`src/rtl/led_pkg.sv`:
```
// ---------------------------------------------------------------------------
// led_pkg -- definitions shared by the push-button front end.
//
//   key_fsm_e     : per-key debounce FSM state encoding
//   led_mode_e    : LED mode select encoding driven out on key_input_ctrl.mode
//   NUM_KEYS      : number of push-buttons handled by key_input_ctrl
//   ms_to_cycles  : converts a millisecond window into pll_clk cycles
// ---------------------------------------------------------------------------
package led_pkg;

    typedef enum logic [1:0] {
        IDLE     = 2'd0,
        PRESS_DB = 2'd1,
        HELD     = 2'd2,
        REL_DB   = 2'd3
    } key_fsm_e;

    typedef enum logic [1:0] {
        MODE_MARQUEE = 2'd0,
        MODE_BLINK   = 2'd1,
        MODE_BREATHE = 2'd2
    } led_mode_e;

    localparam int unsigned NUM_KEYS = 4;

    // Cycles in a window of 'ms' milliseconds, computed as clk_freq/1000*ms
    // in 32-bit unsigned arithmetic. Never returns 0 so that "count-1"
    // comparisons downstream stay meaningful for very slow clocks.
    function automatic logic [31:0] ms_to_cycles(input logic [31:0] clk_freq,
                                                 input logic [31:0] ms);
        logic [31:0] cycles;
        cycles = (clk_freq / 32'd1000) * ms;
        if (cycles == 32'd0) begin
            return 32'd1;
        end else begin
            return cycles;
        end
    endfunction

endpackage

```
`src/rtl/key_debounce.sv`:
```
// ---------------------------------------------------------------------------
// key_debounce -- one push-button: 2-flop synchronizer, polarity
// normalization, debounce FSM and (optionally) long-press detection.
//
// Configuration macro: KEY_LONG_PRESS_EN
//   defined   : a hold counter runs while HELD and key_long pulses once when
//               it reaches LP_CNT-1 (then saturates until the next press).
//   undefined : no hold counter; key_long is tied to 0.
//
// Ports
//   pll_clk     in  clock
//   rst_sync    in  asynchronous active-high reset
//   key_raw     in  raw asynchronous button pin
//   key_state   out debounced level, 1 = held
//   key_press   out one-cycle pulse on confirmed press
//   key_release out one-cycle pulse on confirmed release
//   key_long    out one-cycle pulse on long press
// ---------------------------------------------------------------------------
module key_debounce
    import led_pkg::*;
#(
    parameter logic [31:0] DB_CNT         = 32'd1,
`ifdef KEY_LONG_PRESS_EN
    parameter logic [31:0] LP_CNT         = 32'd1,
`endif
    parameter bit          KEY_ACTIVE_LOW = 1'b1
) (
    input  logic pll_clk,
    input  logic rst_sync,
    input  logic key_raw,
    output logic key_state,
    output logic key_press,
    output logic key_release,
    output logic key_long
);

    logic        sync1_q;
    logic        sync2_q;
    // Shift register that fills with ones after reset; the FSM ignores the
    // synchronizer until it holds a real sample instead of its reset zero.
    // This keeps a key held through reset from being seen early and gives
    // the same DB_CNT+3 latency from reset release as from a clean edge.
    logic [1:0]  fill_q;
    logic [1:0]  fill_d;
    key_fsm_e    fsm_q;
    key_fsm_e    fsm_d;
    logic [31:0] cnt_q;
    logic [31:0] cnt_d;
    logic        state_q;
    logic        state_d;
    logic        press_q;
    logic        press_d;
    logic        release_q;
    logic        release_d;
    logic        key_norm_s;
    logic        key_act_s;

    // Debounce FSM next-state, counter and pulse generation.
    always_comb begin
        fill_d     = {fill_q[0], 1'b1};
        key_norm_s = KEY_ACTIVE_LOW ? ~sync2_q : sync2_q;
        key_act_s  = fill_q[1] & key_norm_s;
        fsm_d      = fsm_q;
        cnt_d      = cnt_q;
        state_d    = state_q;
        press_d    = 1'b0;
        release_d  = 1'b0;
        case (fsm_q)
            IDLE: begin
                cnt_d = 32'd0;
                if (key_act_s) begin
                    fsm_d = PRESS_DB;
                end else begin
                    fsm_d = IDLE;
                end
            end
            PRESS_DB: begin
                if (!key_act_s) begin
                    fsm_d = IDLE;
                    cnt_d = 32'd0;
                end else if (cnt_q == DB_CNT - 32'd1) begin
                    fsm_d   = HELD;
                    cnt_d   = 32'd0;
                    state_d = 1'b1;
                    press_d = 1'b1;
                end else begin
                    cnt_d = cnt_q + 32'd1;
                end
            end
            HELD: begin
                cnt_d = 32'd0;
                if (!key_act_s) begin
                    fsm_d = REL_DB;
                end else begin
                    fsm_d = HELD;
                end
            end
            REL_DB: begin
                if (key_act_s) begin
                    fsm_d = HELD;
                    cnt_d = 32'd0;
                end else if (cnt_q == DB_CNT - 32'd1) begin
                    fsm_d     = IDLE;
                    cnt_d     = 32'd0;
                    state_d   = 1'b0;
                    release_d = 1'b1;
                end else begin
                    cnt_d = cnt_q + 32'd1;
                end
            end
            default: begin
                fsm_d   = IDLE;
                cnt_d   = 32'd0;
                state_d = 1'b0;
            end
        endcase
    end

`ifdef KEY_LONG_PRESS_EN
    logic [31:0] hold_q;
    logic [31:0] hold_d;
    logic        long_q;
    logic        long_d;

    // Hold counter: cleared on entry to HELD, counts while the key stays
    // held and saturates at LP_CNT-1 so the long pulse fires only once.
    // Release-debounce bounces back to HELD keep the count.
    always_comb begin
        hold_d = hold_q;
        long_d = 1'b0;
        if ((fsm_q == PRESS_DB) && (fsm_d == HELD)) begin
            hold_d = 32'd0;
            long_d = (LP_CNT == 32'd1);
        end else if ((fsm_q == HELD) && (fsm_d == HELD)) begin
            if (hold_q != LP_CNT - 32'd1) begin
                hold_d = hold_q + 32'd1;
                long_d = (hold_q + 32'd1 == LP_CNT - 32'd1);
            end else begin
                hold_d = hold_q;
            end
        end else begin
            hold_d = hold_q;
        end
    end

    // Hold counter and long-press pulse registers.
    always_ff @(posedge pll_clk or posedge rst_sync) begin
        if (rst_sync) begin
            hold_q <= 32'd0;
            long_q <= 1'b0;
        end else begin
            hold_q <= hold_d;
            long_q <= long_d;
        end
    end

    assign key_long = long_q;
`else
    assign key_long = 1'b0;
`endif

    // Synchronizer, FSM state, debounce counter and registered outputs.
    always_ff @(posedge pll_clk or posedge rst_sync) begin
        if (rst_sync) begin
            sync1_q   <= 1'b0;
            sync2_q   <= 1'b0;
            fill_q    <= 2'b00;
            fsm_q     <= IDLE;
            cnt_q     <= 32'd0;
            state_q   <= 1'b0;
            press_q   <= 1'b0;
            release_q <= 1'b0;
        end else begin
            sync1_q   <= key_raw;
            sync2_q   <= sync1_q;
            fill_q    <= fill_d;
            fsm_q     <= fsm_d;
            cnt_q     <= cnt_d;
            state_q   <= state_d;
            press_q   <= press_d;
            release_q <= release_d;
        end
    end

    assign key_state   = state_q;
    assign key_press   = press_q;
    assign key_release = release_q;

endmodule

```
`src/rtl/key_input_ctrl.sv`:
```
// ---------------------------------------------------------------------------
// key_input_ctrl -- four debounced push-buttons plus LED mode selection.
// Key 0 steps the mode marquee -> blink -> breathe -> marquee; key 1 forces
// marquee and wins if both press pulses coincide.
//
// Configuration macro: KEY_LONG_PRESS_EN (enables key_long, see key_debounce)
//
// Parameters
//   CLK_FREQ       pll_clk frequency in Hz
//   DEBOUNCE_MS    debounce window in ms
//   LONG_PRESS_MS  long-press threshold in ms
//   KEY_ACTIVE_LOW 1: a pressed key reads 0 on keys_in
//
// Ports
//   pll_clk     in  clock
//   rst_sync    in  asynchronous active-high reset
//   keys_in     in  [3:0] raw asynchronous button pins
//   key_state   out [3:0] debounced level, 1 = held
//   key_press   out [3:0] one-cycle pulse per confirmed press
//   key_release out [3:0] one-cycle pulse per confirmed release
//   key_long    out [3:0] one-cycle pulse per long press
//   mode        out [1:0] 0 = marquee, 1 = blink, 2 = breathe
// ---------------------------------------------------------------------------
module key_input_ctrl
    import led_pkg::*;
#(
    parameter int unsigned CLK_FREQ       = 200_000_000,
    parameter int unsigned DEBOUNCE_MS    = 20,
    parameter int unsigned LONG_PRESS_MS  = 1000,
    parameter bit          KEY_ACTIVE_LOW = 1'b1
) (
    input  logic       pll_clk,
    input  logic       rst_sync,
    input  logic [3:0] keys_in,
    output logic [3:0] key_state,
    output logic [3:0] key_press,
    output logic [3:0] key_release,
    output logic [3:0] key_long,
    output logic [1:0] mode
);

    localparam logic [31:0] DB_CNT = ms_to_cycles(CLK_FREQ, DEBOUNCE_MS);
`ifdef KEY_LONG_PRESS_EN
    localparam logic [31:0] LP_CNT = ms_to_cycles(CLK_FREQ, LONG_PRESS_MS);
`endif

    for (genvar i = 0; i < NUM_KEYS; i++) begin : g_key
        key_debounce #(
            .DB_CNT         (DB_CNT),
`ifdef KEY_LONG_PRESS_EN
            .LP_CNT         (LP_CNT),
`endif
            .KEY_ACTIVE_LOW (KEY_ACTIVE_LOW)
        ) u_key_debounce (
            .pll_clk     (pll_clk),
            .rst_sync    (rst_sync),
            .key_raw     (keys_in[i]),
            .key_state   (key_state[i]),
            .key_press   (key_press[i]),
            .key_release (key_release[i]),
            .key_long    (key_long[i])
        );
    end

    led_mode_e mode_q;
    led_mode_e mode_d;

    // Mode sequencing; key 1 has priority over key 0.
    always_comb begin
        mode_d = mode_q;
        if (key_press[1]) begin
            mode_d = MODE_MARQUEE;
        end else if (key_press[0]) begin
            case (mode_q)
                MODE_MARQUEE: mode_d = MODE_BLINK;
                MODE_BLINK:   mode_d = MODE_BREATHE;
                MODE_BREATHE: mode_d = MODE_MARQUEE;
                default:      mode_d = MODE_MARQUEE;
            endcase
        end else begin
            mode_d = mode_q;
        end
    end

    // Mode register.
    always_ff @(posedge pll_clk or posedge rst_sync) begin
        if (rst_sync) begin
            mode_q <= MODE_MARQUEE;
        end else begin
            mode_q <= mode_d;
        end
    end

    assign mode = mode_q;

endmodule

```
`config.mk`:
```
export PLATFORM = sky130hd
export DESIGN_NAME = key_input_ctrl
export DESIGN_NICKNAME = d
export VERILOG_FILES = /design/src/rtl/led_pkg.sv /design/src/rtl/key_debounce.sv /design/src/rtl/key_input_ctrl.sv
export SDC_FILE = /design/constraint.sdc
export NUM_CORES = 1
export LEC_CHECK = 0
export CAP_MARGIN = 20
export CORE_ASPECT_RATIO = 0.6
export CORE_MARGIN = 5
export CORE_UTILIZATION = 30
export DETAILED_ROUTE_END_ITERATION = 12
export PLACE_DENSITY = 0.56
export SYNTH_ARGS = -nofsm -noshare
export SYNTH_HDL_FRONTEND = slang
export SYNTH_SLANG_ARGS = --single-unit
```
`constraint.sdc`:
```
create_clock -name pll_clk -period 10.9 [get_ports pll_clk]
set_input_delay 2.18 -clock pll_clk [delete_from_list [all_inputs] [get_ports pll_clk]]
set_output_delay 2.18 -clock pll_clk [all_outputs]
set_load 0.01 [all_outputs]
```
==> reports/results.tsv, run 1 <==
metric	value	unit
p_sw	269.4	uW
syn_inst	771	
path_delay_family	buffers and inverters	
crit_arrival	1.45	ns
post_synth_main_area_contributors	dfrtp_1 (52%), xor2_1 (9.5%), nor2_1 (7.6%)	
drc	0	
grt_max_degree	83	
crit_required	8.72	ns
comb_power_share	0.020	
maxSlewHeadroom	0.3146	
grt_first_pass_wirelength	26980	microns
synth-seq-area-share	0.5190	
first_iter_violations	342	
grt_setup_unrepaired	false	
cts-resized-gates	0	
hold_path_class	reg -> reg	
die_height	134.2	microns
pre_cts_ws	6.546	ns
wl_per_cell	13.84	microns
yosys_warnings	0	
sequentialPowerShare	0.495	
synth_top_area_share	0.5190	
ir_drop	0.06680	mV
cpPeakStageDelay	0.58	ns
synth_enable_flop_cells	0	
antenna_found_initial	0	
cts_buffers	17	
place_congestion	0.7536	
skew	0.008470	ns
setup_ws	7.275	ns
placedCellCount	1091	
stdcell_count	1124	
clockBufferDepth	2	
synthToLayoutAreaGrowth	13.90	%
finalMaxSlewViolations	0	
start_util	0.3052	
period_share	0.3326	
ant_nets	0	
synth_async_sr_flop_share	1.000	
start_kind	flip-flop	
maxUsedRoutingLayer	met4	
grt_pass1_vias	5218	
die-area	29130	sq um
drt-pass1-iter-count	5	
numPortBuffers	19	
clkPwrFrac	0.485	
insertion_delay	0.43	ns
setup-tns-final	0	ns
period_needed	3.625	ns
synthesis.area	7715	sq um
hpwl	10400	microns
place_area	8174	sq um
clock_sinks	160	
vias_per_cell	4.709	
cp.buffers_inverters	1	
vias	5293	
rows	45	
synth_ff_type	dfrtp_1	
grt_usage	0.1137	
critPathCaptureType	primary output	
status	finished clean	
final_nets	792	
yosys.cell_count.top_type	dfrtp_1	
clkTransAtPathRegs	0.06	ns
cts_tree	done	
hold_violations	0	
drive_gt1_frac	0.06918	
internal_power	942.1	uW
leakagePower	0.003501	uW
wirelength	15560	microns
die_x	217.0	microns
path_cells	clkdlybuf4s50_1	
grt.overflow.total	0	
p_sw_frac	0.2224	
ctsRootBufferMaster	clkbuf_16	
rrSetupSlack	8.40	ns
antennaDiodeCount	0	
wl_met2	6042	microns
power.density	137.9	nW/um^2
synth_seq_cells	160	
ioPinCount	24	
crit_fanout	4	
slowest_stage	clkdlybuf4s50_1	
path_class	reg -> out	
final_area	8787	sq um
synthTopCellsByCount	dfrtp_1 (160), nor2_1 (156), xor2_1 (84), nand3_1 (57), nand4_1 (47)	
fmax	275.9	MHz
maxCapViolCount	0	
synth.avg_cell_area	10.01	sq um
cts_hold_buf	0	
cts_setup_buffers	0	
wl_met1	8555	microns
finalSetupViolCount	0	
synth_largest_area_cell	dfrtp_1	
yosys.cell_types.count	43	
core_area	25280	sq um
dr_wl_met3	532	microns
worstMarginPinSlew	1.020	ns
htreeDepth	4	
==> metal layers <==
metal / global-route usage / up-vias
li1: - / 2638
met1: 0.1724 / 2564
met2: 0.1495 / 69
met3: 0.03000 / 22
met4: 0.05016 / 0
met5: 0 / -
==> layout make-up <==
cell class / count / area, sq um
Fill cell: 2555 / 16490
Sequential cell: 160 / 4004
Multi-Input combinational cell: 562 / 3450
Clock buffer: 21 / 480.5
Tap cell: 329 / 411.6
Timing Repair Buffer: 24 / 267.8
Clock inverter: 11 / 105.1
Inverter: 17 / 68.82
==> worst register-to-register path, cell delays in order (launching register included) <==
cell and delay, ns:
dfrtp_1 0.43, or4_1 0.53, nor3_1 0.28, and2_1 0.19, a21o_1 0.77, nor2_1 0.13
==> power by group through the flow <==
| stage | clock network [uW] | registers, uW | logic [uW] |
|---|---|---|---|
| floorplan | 0 | 609 | 17.5 |
| detailed placement | 0 | 611 | 24.9 |
| CTS | 607 | 599 | 25.0 |
| global placement | 0 | 611 | 24.4 |
| global route | 630 | 600 | 29.4 |
| finish | 587 | 600 | 24.8 |
==> registers in the layout (all words and copies together) (netlist names), named ones only <==
name                              count
g_key.u_key_debounce.cnt_q          128
g_key.u_key_debounce.fill_q           2
g_key.u_key_debounce.fsm_q            4
g_key.u_key_debounce.key_press        4
g_key.u_key_debounce.key_release      4
g_key.u_key_debounce.key_state        4
g_key.u_key_debounce.sync1_q          4
g_key.u_key_debounce.sync2_q          4
mode                                  2
==> final timing paths <==
check | startpoint | end | cells past startpoint
setup / recovery | mode[0] | mode[0] | 1
hold / removal | g_key[3].u_key_debounce.sync1_q | g_key[3].u_key_debounce.sync2_q | 0
setup reg to reg | g_key[3].u_key_debounce.cnt_q[27] | g_key[3].u_key_debounce.cnt_q[20] | 5
hold reg to reg | g_key[3].u_key_debounce.sync1_q | g_key[3].u_key_debounce.sync2_q | 0
max in group asynchronous | rst_sync | g_key[3].u_key_debounce.cnt_q[5] | 4
min in group asynchronous | rst_sync | g_key[2].u_key_debounce.sync1_q | 2
==> per-stage QoR <==
stage               hold WS (ns)  total power, uW    util
floorplan                 0.3312            626.9       -
global placement          0.3333            635.0  0.3222
detailed placement        0.3355            635.5  0.3233
CTS                       0.3495             1231  0.3465
global route              0.3664             1259  0.3476
finish                    0.3478             1212  0.3476
==> kinds of logic after synthesis <==
| family | count (synthesis) | share of synthesized area |
|---|---|---|
| xor gates and xnor gates | 123 | 0.1396 |
| adders and majority gates | 4 | 0.006487 |
| DFF | 160 | 0.5190 |
| buffers and inverters | 52 | 0.03536 |
| other | 2 | 0.0009734 |
| and+or+nand+nor | 411 | 0.2812 |
| AOI/OAI and AO/OA | 16 | 0.01330 |
| muxes | 3 | 0.004054 |
==> layout by cell type, fill, tap and decap left out, drive strengths merged, types with 8 or more instances in the layout <==
cell | netlist | layout
xnor2 | 39 | 39
dfrtp | 160 | 160
nor3 | 16 | 16
nand2 | 38 | 38
and3 | 17 | 17
nor4 | 24 | 24
clkbuf | 5 | 21
and4 | 13 | 13
nand3 | 57 | 57
nor2 | 156 | 156
nand2b | 8 | 8
clkdlybuf4s50 | 0 | 19
xor2 | 84 | 84
nand4 | 50 | 50
inv | 17 | 19
Note: power is estimated with default switching activity, not from simulation.
==> inputs of run 2 (changes only) <==
Clock period 10.9 ns to 3.6 ns, I/O delays scaled along.
==> run 2 against run 1 <==
Against the previous run:
- highest routed layer unchanged
- die area unchanged
- clock skew increased by 0.0010 ns
- utilization about the same
- flip-flop and latch count unchanged
- non-clock buffer count increased by 4
- power increased to 3.1 times the previous value
- first-iteration DRC count decreased by 8.5%
- setup slack got worse by 6.1 ns
- sequential power increased to 3.0 times the previous value
- clock-buffer cell count unchanged
==> reports/results.tsv, run 2 (synthesis results as in run 1) <==
metric	value	unit	change
fmax	408.6	MHz	
mostFrequentLayoutCell	dfrtp_1		unchanged
die_x	217.0	microns	unchanged
leakagePower	0.003508	uW	was 0.003501 uW
globalRouteMet2Util	0.1389		was 0.1495
insertion_delay	0.43	ns	about the same
core_area	25280	sq um	unchanged
cts_buffers	17		unchanged
mostFrequentLayoutCells	dfrtp_1 (160), nor2_1 (156), xor2_1 (84)		unchanged
cts_hold_buf	0		unchanged
grt.overflow.total	0		unchanged
worstMarginPinSlew	0.9349	ns	was 1.020 ns
holdCritStartpoint	g_key[3].u_key_debounce.fill_q[0]		was g_key[3].u_key_debounce.sync1_q
cts-resized-gates	0		unchanged
power.density	424.6	nW/um^2	was 137.9 nW/um^2
worstRegToRegCells	7		was 5
ant_nets	0		unchanged
cts_tree	done		unchanged
grt_usage	0.1110		was 0.1137
antennaDiodeCount	0		unchanged
crit_fanout	17		was 4
holdPathEnd	g_key[0].u_key_debounce.fill_q[1]		was g_key[3].u_key_debounce.sync2_q
r2r_end	g_key[1].u_key_debounce.cnt_q[27]		was g_key[3].u_key_debounce.cnt_q[20]
hold_violations	0		unchanged
start_kind	flip-flop		unchanged
first_iter_violations	313		was 342
finalSetupViolCount	0		unchanged
nFillCells	2519		was 2555
grt_pass1_vias	4813		was 5218
reg2reg_from	g_key[1].u_key_debounce.cnt_q[0]		was g_key[3].u_key_debounce.cnt_q[27]
cp-startpoint	g_key[1].u_key_debounce.cnt_q[0]		was mode[0]
antenna_found_initial	0		unchanged
maxSlewHeadroom	0.3715		was 0.3146
drc	0		unchanged
maxCapViolCount	0		unchanged
start_util	0.3052		unchanged
status	finished clean		unchanged
regMostFlops	g_key.u_key_debounce.cnt_q		unchanged
period_needed	2.447	ns	
vias	5227		was 5293
final_nets	796		was 792
met3_usage	0.02752		was 0.03000
ir_drop	0.3115	mV	was 0.06680 mV
place_congestion	0.7791		was 0.7536
wl_per_cell	13.64	microns	was 13.84 microns
grt_max_degree	48		was 83
crit_required	3.91	ns	was 8.72 ns
hpwl	10710	microns	was 10400 microns
hold_path_depth	0		unchanged
largest_reg_flops	128		unchanged
regArea	4004	sq um	unchanged
ctsRootBufferMaster	clkbuf_16		unchanged
p_total	3734	uW	was 1212 uW
crit_arrival	2.76	ns	was 1.45 ns
critPathCaptureType	flip-flop		was primary output
grt_first_pass_wirelength	26000	microns	was 26980 microns
path_class	reg -> reg		was reg -> out
drt-pass1-iter-count	5		unchanged
hold_path_class	reg -> reg		unchanged
multi_input_area	3450	sq um	unchanged
die_height	134.2	microns	unchanged
period_share	0.6798		
cts_setup_buffers	0		unchanged
htreeDepth	4		unchanged
rows	45		unchanged
rrSetupSlack	1.15	ns	was 8.40 ns
busiest_layer	met1		unchanged
wirelength	15370	microns	was 15560 microns
clock_sinks	160		unchanged
finalMaxSlewViolations	0		unchanged
clkTransAtPathRegs	0.06	ns	about the same
vias_per_cell	4.638		was 4.709
drive_gt1_frac	0.07143		was 0.06918
clockBufferDepth	2		unchanged
met1_usage	0.1793		was 0.1724
synthToLayoutAreaGrowth	14.01	%	was 13.90%
setup-tns-final	0	ns	unchanged
grt_setup_unrepaired	false		unchanged
skew	0.009507	ns	was 0.008470 ns
ioPinCount	24		unchanged
die-area	29130	sq um	unchanged
numPortBuffers	19		unchanged
[run 2: changes by cell type in the layout (fill, tap and decap cells not counted)]
cell,previous run,this run
buf_4,3,9
inv_6,3,0
buf_16,2,0
bufinv_16,1,3
clkinv_4,2,0
clkbuf_1,0,1
clkbuf_8,4,3
clkinv_2,2,3
clkinvlp_4,4,5
[run 2: worst max-delay path by stage]
stage | to | slack, ns | cells past startpoint
3_3_place_gp | g_key[1].u_key_debounce.cnt_q[30] | 1.27 | 7
2_1_floorplan | asynchronous set/reset pin | 0.85 | 1
5_1_grt | g_key[1].u_key_debounce.cnt_q[17] | 0.90 | 7
6_report | g_key[1].u_key_debounce.cnt_q[27] | 1.15 | 7
3_5_place_dp | g_key[1].u_key_debounce.cnt_q[25] | 1.12 | 7
4_1_cts | g_key[1].u_key_debounce.cnt_q[25] | 1.11 | 7
[run 2: layout make-up]
type / instances / area share
flip-flops and latches: 160 / 0.4552
multi-input cells: 562 / 0.3922
clock buffers: 21 / 0.05349
well taps: 329 / 0.04680
repair buffers: 28 / 0.02930
clock inverters: 10 / 0.01536
inverters: 17 / 0.007681
[run 2: per-stage QoR]
step	utilization	area, sq um	cells	worst slack, ns	hold slack, ns
after floorplan	-	7730	774	0.8512	0.3312
after global placement	0.3240	8190	1096	1.273	0.3314
after detailed placement	0.3240	8190	1096	1.123	0.3356
after CTS	0.3479	8796	1127	1.108	0.3462
after global routing	0.3479	8796	1127	0.9039	0.3635
final	0.3479	8796	1127	1.153	0.3423
[run 2: where the power goes]
part           switching (uW)  internal [uW]  total [uW]
combinational            56.7           15.2        71.9
clock                     711           1140        1850
sequential               6.52           1810        1810
[run 2: critical path, stage by stage, from the launching register on]
cell and delay (ns):
dfrtp_1 0.43, ha_1 0.23, nand4_1 0.21, nor3_1 0.31, nand3_1 0.23, nand3_1 0.52
buf_4 0.33, nor2_1 0.07
[run 2: layer usage]
| layer | part of all wire | up-vias | wire, microns |
|---|---|---|---|
| met5 | 0 | - | 0 |
| met4 | 0.013 | 0 | 194 |
| met3 | 0.033 | 16 | 512 |
| met2 | 0.39 | 61 | 5932 |
| met1 | 0.57 | 2492 | 8730 |
| li1 | - | 2658 | - |
==> inputs of run 3 (changes only) <==
Clock period 3.6 ns to 2.35 ns, I/O delays scaled along.
==> run 3 against run 2 <==
Against the previous run:
- first-iteration DRC count increased by 38%
- clock skew about the same
- utilization up 0.76 points
- global-route usage increased by 0.21 points
- highest routed layer unchanged
- combinational power is 67% higher
- largest cell class unchanged
- critical path depth decreased by 1
- register-to-register slack worse by 0.88 ns
- die area did not move
==> reports/results.tsv, run 3 (synthesis results as in run 1) <==
metric	value	unit	change
crit_arrival	2.43	ns	was 2.76 ns
grt_usage	0.1131		was 0.1110
clock_sinks	160		unchanged
largest_reg_flops	128		unchanged
antennaDiodeCount	0		unchanged
sequentialPowerShare	0.468		was 0.486
drt-pass1-iter-count	5		unchanged
crit_fanout	5		was 17
grt_first_pass_wirelength	26580	microns	was 26000 microns
setup_ws	0.2775	ns	was 1.153 ns
start_util	0.3052		unchanged
first_iter_violations	433		was 313
worstRegToRegCells	6		was 7
wirelength	15660	microns	was 15370 microns
regArea	4004	sq um	unchanged
hold_path_depth	0		unchanged
ant_nets	0		unchanged
crit_required	2.70	ns	was 3.91 ns
rrSetupSlack	0.28	ns	was 1.15 ns
internal_power	4615	uW	was 2960 uW
hold_violations	0		unchanged
die_x	217.0	microns	unchanged
whs	0.3494	ns	was 0.3423 ns
fmax	482.5	MHz	was 408.6 MHz
nFillCells	2520		was 2519
worstMarginPinSlew	0.6341	ns	was 0.9349 ns
status	finished clean		unchanged
insertion_delay	0.44	ns	was 0.43 ns
clkTransAtPathRegs	0.07	ns	was 0.06 ns
reg2reg_from	g_key[2].u_key_debounce.cnt_q[0]		was g_key[1].u_key_debounce.cnt_q[0]
leakagePower	0.003626	uW	was 0.003508 uW
ioPinCount	24		unchanged
vias_per_cell	4.635		was 4.638
drive_gt1_frac	0.08529		was 0.07143
maxSlewHeadroom	0.5734		was 0.3715
holdCritStartpoint	g_key[3].u_key_debounce.fill_q[0]		unchanged
hold_path_class	reg -> reg		unchanged
rows	45		unchanged
antenna_found_initial	0		unchanged
grt.overflow.total	0		unchanged
synthToLayoutAreaGrowth	16.49	%	was 14.01%
drc	0		unchanged
critPathCaptureType	flip-flop		unchanged
wl_per_cell	13.76	microns	was 13.64 microns
hpwl	10740	microns	was 10710 microns
cts_hold_buf	0		unchanged
die_height	134.2	microns	unchanged
p_sw	1324	uW	was 774.0 uW
ir_drop	0.3346	mV	was 0.3115 mV
die-area	29130	sq um	unchanged
cts_setup_buffers	0		unchanged
clockBufferDepth	2		unchanged
htreeDepth	4		unchanged
comb_power_share	0.020		was 0.019
finalMaxSlewViolations	0		unchanged
mostFrequentLayoutCell	dfrtp_1		unchanged
p_sw_frac	0.2230		was 0.2073
period_needed	2.072	ns	was 2.447 ns
holdPathEnd	g_key[0].u_key_debounce.fill_q[1]		unchanged
cts_tree	done		unchanged
pre_cts_ws	0.2777	ns	was 1.123 ns
r2r_end	g_key[2].u_key_debounce.key_state		was g_key[1].u_key_debounce.cnt_q[27]
period_share	0.8819		was 0.6798
power.density	660.8	nW/um^2	was 424.6 nW/um^2
core_area	25280	sq um	unchanged
path_class	reg -> reg		unchanged
grt_setup_unrepaired	false		unchanged
final_nets	806		was 796
maxCapViolCount	0		unchanged
mostFrequentLayoutCells	dfrtp_1 (160), nor2_1 (156), xor2_1 (84)		unchanged
ctsRootBufferMaster	clkbuf_16		unchanged
regMostFlops	g_key.u_key_debounce.cnt_q		unchanged
numPortBuffers	19		unchanged
cts-resized-gates	0		unchanged
vias	5275		was 5227
grt_pass1_vias	4992		was 4813
multi_input_area	3450	sq um	unchanged
skew	0.009430	ns	was 0.009507 ns
finalSetupViolCount	0		unchanged
start_kind	flip-flop		unchanged
grt_max_degree	101		was 48
cts_buffers	17		unchanged
place_congestion	0.7815		was 0.7791
clkPwrFrac	0.512		was 0.495
run 3: cell count changes in the layout (fill, tap and decap cells not counted), moves of 2 or more:
| cell | delta |
|---|---|
| buf_12 | +6 |
| buf_4 | +4 |
| clkbuf_8 | -3 |
| clkinv_2 | -3 |
| clkinv_4 | +4 |
| clkinvlp_4 | -4 |
| inv_6 | +5 |
| inv_8 | +2 |
run 3: cell type report:
type / instances / share of cell area
sequential: 160 / 0.4455
multi-input combinational: 562 / 0.3838
clock buffer: 17 / 0.04733
tap: 329 / 0.04580
timing repair buffer: 38 / 0.04538
clock inverter: 15 / 0.02464
inverter: 17 / 0.007518
run 3: worst max-delay path by stage:
stage                                                 from                           endpoint  slack [ns]  depth (start not counted)
after CTS                 g_key[2].u_key_debounce.cnt_q[0]  g_key[2].u_key_debounce.key_state        0.27                          6
final                     g_key[2].u_key_debounce.cnt_q[0]  g_key[2].u_key_debounce.key_state        0.28                          6
after global placement    g_key[2].u_key_debounce.cnt_q[0]  g_key[2].u_key_debounce.key_state        0.35                          6
after floorplan                                   rst_sync         asynchronous set/reset pin       -0.15                          1
after global routing      g_key[0].u_key_debounce.cnt_q[0]  g_key[0].u_key_debounce.key_state        0.14                          6
after detailed placement  g_key[0].u_key_debounce.cnt_q[0]  g_key[0].u_key_debounce.key_state        0.28                          6
run 3: routing by layer:
layer,GRT usage,vias to the layer above,routed length (microns)
li1,-,2680,-
met5,0,-,0
met1,0.1813,2509,9014
met2,0.1410,70,5890
met3,0.02684,16,512
met4,0.04560,0,238
run 3: critical path, cell delays in order, from the launching register on:
cell and delay, ns:
dfrtp_1 0.39, ha_1 0.24, and4_1 0.24, nand4_1 0.19, or4_4 0.59, nor2_1 0.16, a2bb2oi_1 0.18
run 3: power by group through the flow:
stage	Combinational [uW]	Sequential, uW	Clock, uW
final	120	2780	3040
after global routing	142	2780	3270
after CTS	127	2780	3130
after detailed placement	127	2830	0
after global placement	127	2830	0
after floorplan	81.9	2830	0
run 3: through the flow:
step / utilization / power, uW / setup TNS, ns / area [sq um] / instances
2_1_floorplan: - / 2908 / -23.81 / 7730 / 774
3_3_place_gp: 0.3299 / 2957 / 0 / 8341 / 1106
3_5_place_dp: 0.3299 / 2957 / 0 / 8341 / 1106
4_1_cts: 0.3555 / 6039 / 0 / 8987 / 1138
5_1_grt: 0.3555 / 6190 / 0 / 8987 / 1138
6_report: 0.3555 / 5939 / 0 / 8987 / 1138
